`src/rtl/ranger_filter.sv`:
```
// Ranger post-processing: captures each echo-fall measurement, clamps it to WIDTH bits,
// keeps a 4-sample moving average, drives a hysteretic proximity alarm and a stale flag.
module ranger_filter #(
    parameter int WIDTH   = 8,
    parameter int NEAR_TH = 20,
    parameter int FAR_TH  = 25,
    parameter int TIMEOUT = 100_000_000
) (
    input  logic             clock,
    input  logic             resetn,
    input  logic             echo,
    input  logic [20:0]      distance_in,
    output logic [WIDTH-1:0] avg_out,
    output logic             avg_valid,
    output logic             near,
    output logic             stale
);

    localparam logic [1:0] ST_EMPTY = 2'd0;
    localparam logic [1:0] ST_RUN   = 2'd1;
    localparam logic [1:0] ST_STALE = 2'd2;

    localparam logic [26:0]      TMR_LAST = 27'(TIMEOUT - 1);
    localparam logic [26:0]      TMR_MAX  = '1;
    localparam logic [WIDTH-1:0] NEAR_V   = WIDTH'(NEAR_TH);
    localparam logic [WIDTH-1:0] FAR_V    = WIDTH'(FAR_TH);

    logic             s1_q, s2_q, s3_q;
    logic [1:0]       state_q, state_d;
    logic [26:0]      timer_q, timer_d;
    logic [WIDTH-1:0] w0_q, w1_q, w2_q, w3_q;
    logic [WIDTH-1:0] w0_d, w1_d, w2_d, w3_d;
    logic             upd_q, upd_d;
    logic [WIDTH-1:0] avg_q, avg_d;
    logic             valid_q, valid_d;
    logic             near_q, near_d;

    logic             smp_evt;
    logic [WIDTH-1:0] sample;
    logic [WIDTH+1:0] sum;
    logic [WIDTH-1:0] mean;
    logic             prime, shift;

    always_comb begin
        smp_evt = !s2_q && s3_q;
        sample  = (distance_in[20:WIDTH] != '0) ? '1 : distance_in[WIDTH-1:0];
        sum     = {2'b00, w0_q} + {2'b00, w1_q} + {2'b00, w2_q} + {2'b00, w3_q};
        mean    = WIDTH'(sum >> 2);
    end

    always_comb begin
        state_d = state_q;
        timer_d = timer_q;
        prime   = 1'b0;
        shift   = 1'b0;
        case (state_q)
            ST_EMPTY: begin
                if (smp_evt) begin
                    prime   = 1'b1;
                    timer_d = '0;
                    state_d = ST_RUN;
                end
            end
            ST_RUN: begin
                // A sample on the timeout edge wins and keeps the block in RUN.
                if (smp_evt) begin
                    shift   = 1'b1;
                    timer_d = '0;
                end else begin
                    if (timer_q != TMR_MAX) timer_d = timer_q + 27'd1;
                    if (timer_q == TMR_LAST) state_d = ST_STALE;
                end
            end
            ST_STALE: begin
                if (smp_evt) begin
                    prime   = 1'b1;
                    timer_d = '0;
                    state_d = ST_RUN;
                end
            end
            default: state_d = ST_EMPTY;
        endcase
    end

    always_comb begin
        w0_d = w0_q;
        w1_d = w1_q;
        w2_d = w2_q;
        w3_d = w3_q;
        if (prime) begin
            w0_d = sample;
            w1_d = sample;
            w2_d = sample;
            w3_d = sample;
        end else if (shift) begin
            w0_d = sample;
            w1_d = w0_q;
            w2_d = w1_q;
            w3_d = w2_q;
        end
        upd_d = prime || shift;
    end

    always_comb begin
        avg_d   = avg_q;
        valid_d = upd_q;
        near_d  = near_q;
        if (upd_q) avg_d = mean;
        // Alarm only moves on a fresh average; entering STALE forces it off.
        if (state_d == ST_STALE) begin
            near_d = 1'b0;
        end else if (upd_q) begin
            if (mean <= NEAR_V)     near_d = 1'b1;
            else if (mean >= FAR_V) near_d = 1'b0;
        end
    end

    always_ff @(posedge clock) begin
        if (!resetn) begin
            s1_q    <= 1'b0;
            s2_q    <= 1'b0;
            s3_q    <= 1'b0;
            state_q <= ST_EMPTY;
            timer_q <= '0;
            w0_q    <= '0;
            w1_q    <= '0;
            w2_q    <= '0;
            w3_q    <= '0;
            upd_q   <= 1'b0;
            avg_q   <= '0;
            valid_q <= 1'b0;
            near_q  <= 1'b0;
        end else begin
            s1_q    <= echo;
            s2_q    <= s1_q;
            s3_q    <= s2_q;
            state_q <= state_d;
            timer_q <= timer_d;
            w0_q    <= w0_d;
            w1_q    <= w1_d;
            w2_q    <= w2_d;
            w3_q    <= w3_d;
            upd_q   <= upd_d;
            avg_q   <= avg_d;
            valid_q <= valid_d;
            near_q  <= near_d;
        end
    end

    assign avg_out   = avg_q;
    assign avg_valid = valid_q;
    assign near      = near_q;
    assign stale     = (state_q == ST_STALE);

endmodule

```
`config.mk`:
```
export PLATFORM = sky130hd
export DESIGN_NAME = ranger_filter
export DESIGN_NICKNAME = d
export VERILOG_FILES = /design/src/rtl/ranger_filter.sv
export SDC_FILE = /design/constraint.sdc
export NUM_CORES = 1
export LEC_CHECK = 0
export CELL_PAD_IN_SITES_DETAIL_PLACEMENT = 1
export CELL_PAD_IN_SITES_GLOBAL_PLACEMENT = 1
export CORE_AREA = 5 5 127 129
export CTS_CLUSTER_DIAMETER = 100
export CTS_CLUSTER_SIZE = 20
export DETAILED_ROUTE_END_ITERATION = 16
export DIE_AREA = 0 0 132 134
export GPL_ROUTABILITY_DRIVEN = 0
export PLACE_DENSITY_LB_ADDON = 0.2
export SETUP_SLACK_MARGIN = 0.1
export SLEW_MARGIN = 20
export SYNTH_ARGS = -nofsm -noshare
export SYNTH_HDL_FRONTEND = slang
export SYNTH_SLANG_ARGS = --single-unit
```
`constraint.sdc`:
```
create_clock -name clock -period 9.2 [get_ports clock]
set_input_delay 0.92 -clock clock [delete_from_list [all_inputs] [get_ports clock]]
set_output_delay 0.92 -clock clock [all_outputs]
set_load 0.01 [all_outputs]
```
# --- After elaboration in Yosys (flattened, before gate mapping) ---
# Cells that the tools add are included.
op_classes:
  add_sub_neg: 4
  n_lt_le_gt_ge: 2
  n_eq_ne: 7
  mux: 22
  bitwise_logic: 1
  n_reduce_logical: 12
op_table:
  columns: ["operator", "n"]
  rows:
  - ["2-to-1 mux 27 bit", 3]
  - ["2-to-1 mux 8 bit", 9]
  - ["one-hot mux 27 bit (2 select lines)", 1]
  - ["adder 27 x 1 -> 27 bit, second input constant", 1]
  - ["equality test 27 bit, second input constant", 1]
  - ["!= test 27 bit, second input constant", 1]
  - ["nonzero test 13 bit", 1]
  - ["adder 10 x 8 -> 10 bit", 1]
  - ["adder 9 x 8 -> 10 bit", 1]
  - ["adder 8 x 8 -> 9 bit", 1]
  - [">= comparator 8 x 5 -> 1 bit, second input constant", 1]
  - ["<= comparator 8 x 5 -> 1 bit, second input constant", 1]
  - ["2-to-1 mux 2 bit", 3]
  - ["nonzero test 2 bit", 3]
  - ["2-to-1 mux 1 bit", 5]
  - ["equality test 2 bit, second input constant", 2]
  - ["one-hot mux 2 bit (2 select lines)", 1]
  - ["OR reduction 2 bit", 2]
  - ["!= test 3 bit, second input constant", 1]
  - ["AND reduction 3 bit", 1]
  - ["equality test 2 x 1 -> 1 bit, second input constant", 1]
  - ["zero test 2 bit", 1]
  - ["!= test 2 x 1 -> 1 bit, second input constant", 1]
  - ["AND reduction 2 bit", 1]
  - ["4 further kinds", 4]
word_totals:
  ff_bits: 75
  in_bits: 24

# --- Logic depth before layout (Yosys ltp) ---
depth:
  ltp_word: 6
  mapped_depth: 11
  depth_no_buf: 11

# --- Worst setup path after synthesis ---
# Ideal clock, no wire load.
synth_timing:
  path_type: "register to register"
  from: "reg w0_q[6]"
  to: "reg near_q (netlist: near)"
  setup_time_ps: 79
  arrival_time_ps: 2933
  required_time_ps: 9121
  path_slack_ps: 6188
  stages_incl_launch_ff: 10
  cell_sequence: "dfxtp_1 -> inv_1 -> fa_1 -> fa_1 -> inv_1 -> ha_1 -> or4_4 -> or4_1 -> o31a_1 -> a211oi_2"
synth_via:
  elab_chain_len: 6
synth_lines:
  columns: ["element", "line_no", "source"]
  rows:
  - ["from (decl)", "31", "logic [WIDTH-1:0] w0_q, w1_q, w2_q, w3_q;"]
  - ["from (signal assigned)", "139", "w0_q <= w0_d;"]
  - ["adder 8 x 8 -> 9 bit (*)", "47", "sum = {2'b00, w0_q} + {2'b00, w1_q} + {2'b00, w2_q} + {2'b00, w3_q};"]
  - ["adder 9 x 8 -> 10 bit (*)", "47", null]
  - ["adder 10 x 8 -> 10 bit (*)", "47", null]
  - ["<= comparator 8 x 5 -> 1 bit / >= comparator 8 x 5 -> 1 bit (equally long branches)", "113, 114", null]
  - ["nonzero test 2 bit (no source line)", null, null]
  - ["AND reduction 2 bit (no source line)", null, null]
  - ["to (signal assigned)", "146", "near_q <= near_d;"]
  - ["to (decl)", "36", "logic near_q, near_d;"]
# Every way passes the cells marked *; elsewhere a longest branch is shown, timed or not.
# A chain may end at the register's enable or synchronous reset.

# --- Final worst setup path ---
# Same ends and word-level chain as after synthesis.

==> metrics.txt <==
GRT overflow 0; CTS tree done; CTS Sinks 75; Post-synth EDFFs 0; largest net degree at the start of global routing 47; Static Leak 1.80 nW; Die Wd ~130 um; Worst-Skew Late Latency about 340 ps; dpl cell area 4910 um2; Seq/Total Area, Yosys 0.335; Detail Placement HPWL about 9.5 mm; Arr. time, crit path between 3000 and 4000 ps; Pwr Density approximately 150 nW/um2; nets@finish between 500 and 600; CP Class flip-flop to flip-flop; Commonest cells post-synth dfxtp_1, inv_1, a21oi_1; Routed WL 12.9 mm; RSZ-0062 raised after global routing false; largest family of logic cells by synthesized area compound AO/OA/AOI/OAI gates; DR vias/cell 5.46; xor-xnor portion of the synthesized cell area 0.00391; HP Class flip-flop to flip-flop; Total GRT Usage 0.150; via count 3963; core area about 15000 um2; status completed; CP startpoint kind flip-flop; mux cell area share after synthesis 0.00727; Max Cap Violations 0; diode count 0; Main synth FF type dfxtp_1; Slew Limit Headroom 0.352; Mapped Area around 4500 um2; simple-gate portion of the synthesized area 0.228; Hold Violations, Final 0; Worst IR Drop VDD approximately 0.000091 V; synth unique cells 70; number of port buffers 34; Initial Util 0.300; met1 Use GR 0.203; number of global-route vias before repair 4110; router iterations before antenna repair 4; synthesis warning total 0; fill count 1746; Detail Route Antenna Nets 0; cts repair resizes 0; Final Util 0.348; Tmin final about 3200 ps; Final Cycle Share 0.343; Synth Area in Adders 0.0939; Rows 45; Comb pwr share 0.117; Int Pwr around 580 uW; Final Max Slew Viols 0; post-synthesis compound-gate area fraction 0.247; CTS Buffer Depth 2; Area Overhead vs Synth 16.1%; finished layout cell area 5200 um2; post-CTS setup buffer count 0; worst path required time ~9500 ps; Vert. Die Dim between 100 and 150 um; setup TNS 0 ps; Root Driver clkbuf_16; Switching Share 0.255; DRC viols 0; sequential power share 0.437; Yosys reg bits between 70 and 80; CTS buffer count 9; IO Pins 35; Avg WL per Cell roughly 18 um; fraction of layout cells with a size suffix above 1 0.0967; number of DRC markers in iteration 0 approximately 230; CTS clk-pin slew, worst paths approximately 60 ps; syn_nets approximately 570; Area contributors post-synth dfxtp_1, fa_1, inv_1; Slew @ Worst Pin about 970 ps; CP Capture Type flip-flop; Syn Area/Cell roughly 8.6 um2; crit-path max FO 4; switching pwr roughly 200 uW; initial antenna violation count 0; H-Tree Depth 3; asr flop ratio synth 0; count of final setup violators 0; first-pass GRT wire length 21.8 mm; most used routing layer met2; FMAX between 0.3 and 0.4 GHz; Yosys top cell area share 0.335; met2 GRT Util 0.243; M3 GR Usage 0.0315; Post-CTS Hold Buffers 0; most frequent cell after synthesis dfxtp_1; die area 17700 um2; largest area contributor in the netlist dfxtp_1; clock skew between 7 and 8 ps; Syn Inst Count 519; Clk pwr share 0.446
sequential cells by signal, indices dropped and copies added (netlist names), 2 cells and up:
name,cells
timer_q,27
avg_out,8
w0_q,8
w1_q,8
w2_q,8
w3_q,8
state_q,2
per-layer routing:
| metal | share of wire | up-vias |
|---|---|---|
| met4 | 0.010 | 0 |
| met1 | 0.48 | 1973 |
| met3 | 0.031 | 10 |
| met2 | 0.48 | 44 |
| li1 | - | 1936 |
| met5 | 0 | - |
worst max-delay path, stage by stage, from the launching register on:
cell and delay [ps]:
dfxtp_1 320, inv_1 70, fa_1 510, fa_1 530, inv_1 50, ha_1 230
or4_4 520, or4_1 410, o31a_1 260, a211oi_2 180
path summary, 6_finish.rpt:
check        cells past startpoint  startpoint  slack (ps)  endpoint
min                              1        s1_q         450      s2_q
max                              9     w0_q[6]        6040      near
min reg2reg                      1        s1_q         450      s2_q
max reg2reg                      9     w0_q[6]        6040      near
cell families after synthesis:
logic type	count (synthesis)
AOI/OAI and AO/OA	155
xor gates and xnor gates	2
adders and majority gates	24
buffers and inverters	90
DFF	75
muxes	3
and+or+nand+nor	170
per-stage QoR:
stage	total power, mW	setup slack, ps	instances	hold WS [ps]
2_1_floorplan	0.405	6190	519	412
3_3_place_gp	0.436	5910	712	422
3_5_place_dp	0.439	5810	712	439
4_1_cts	0.788	6000	726	460
5_1_grt	0.815	5840	726	484
6_report	0.776	6040	726	450
cell type report:
class                      count  area, um2  share of cell area
clock buffer                   9        225              0.0433
sequential                    75       1500               0.289
clock inverter                 5       56.3              0.0108
timing repair buffer          37        363              0.0698
multi-input combinational    354       2600               0.500
tap                          188        235              0.0453
inverter                      58        218              0.0419
power groups by stage:
stage               sequential, mW  clock, mW  combinational, mW
floorplan                    0.345          0             0.0599
global placement             0.346          0             0.0894
detailed placement           0.347          0             0.0918
CTS                          0.339      0.356             0.0925
global route                 0.340      0.372              0.102
finish                       0.339      0.346             0.0907
layout by cell type, fill, tap and decap left out, types with 6 or more instances in the layout:
cell type        Yosys  layout
a22oi_1             15      15
a21oi_1             32      32
nor2b_1              6       6
o211ai_1             8       8
or3_1                6       6
dfxtp_1             75      75
nand4_1             11      11
nor3_1              19      19
ha_1                 8       8
clkdlybuf4s50_1      0      34
a211oi_1            10      10
and3_1              11      11
o21ai_0             28      28
inv_1               57      57
nor2_1              24      23
nand3_1             27      27
nand2_1             20      20
a221oi_1             6       6
fa_1                16      16
a31oi_1             12      12
o311ai_1             6       6
clkbuf_16            0       9
Power figures use the tool's default switching activity.
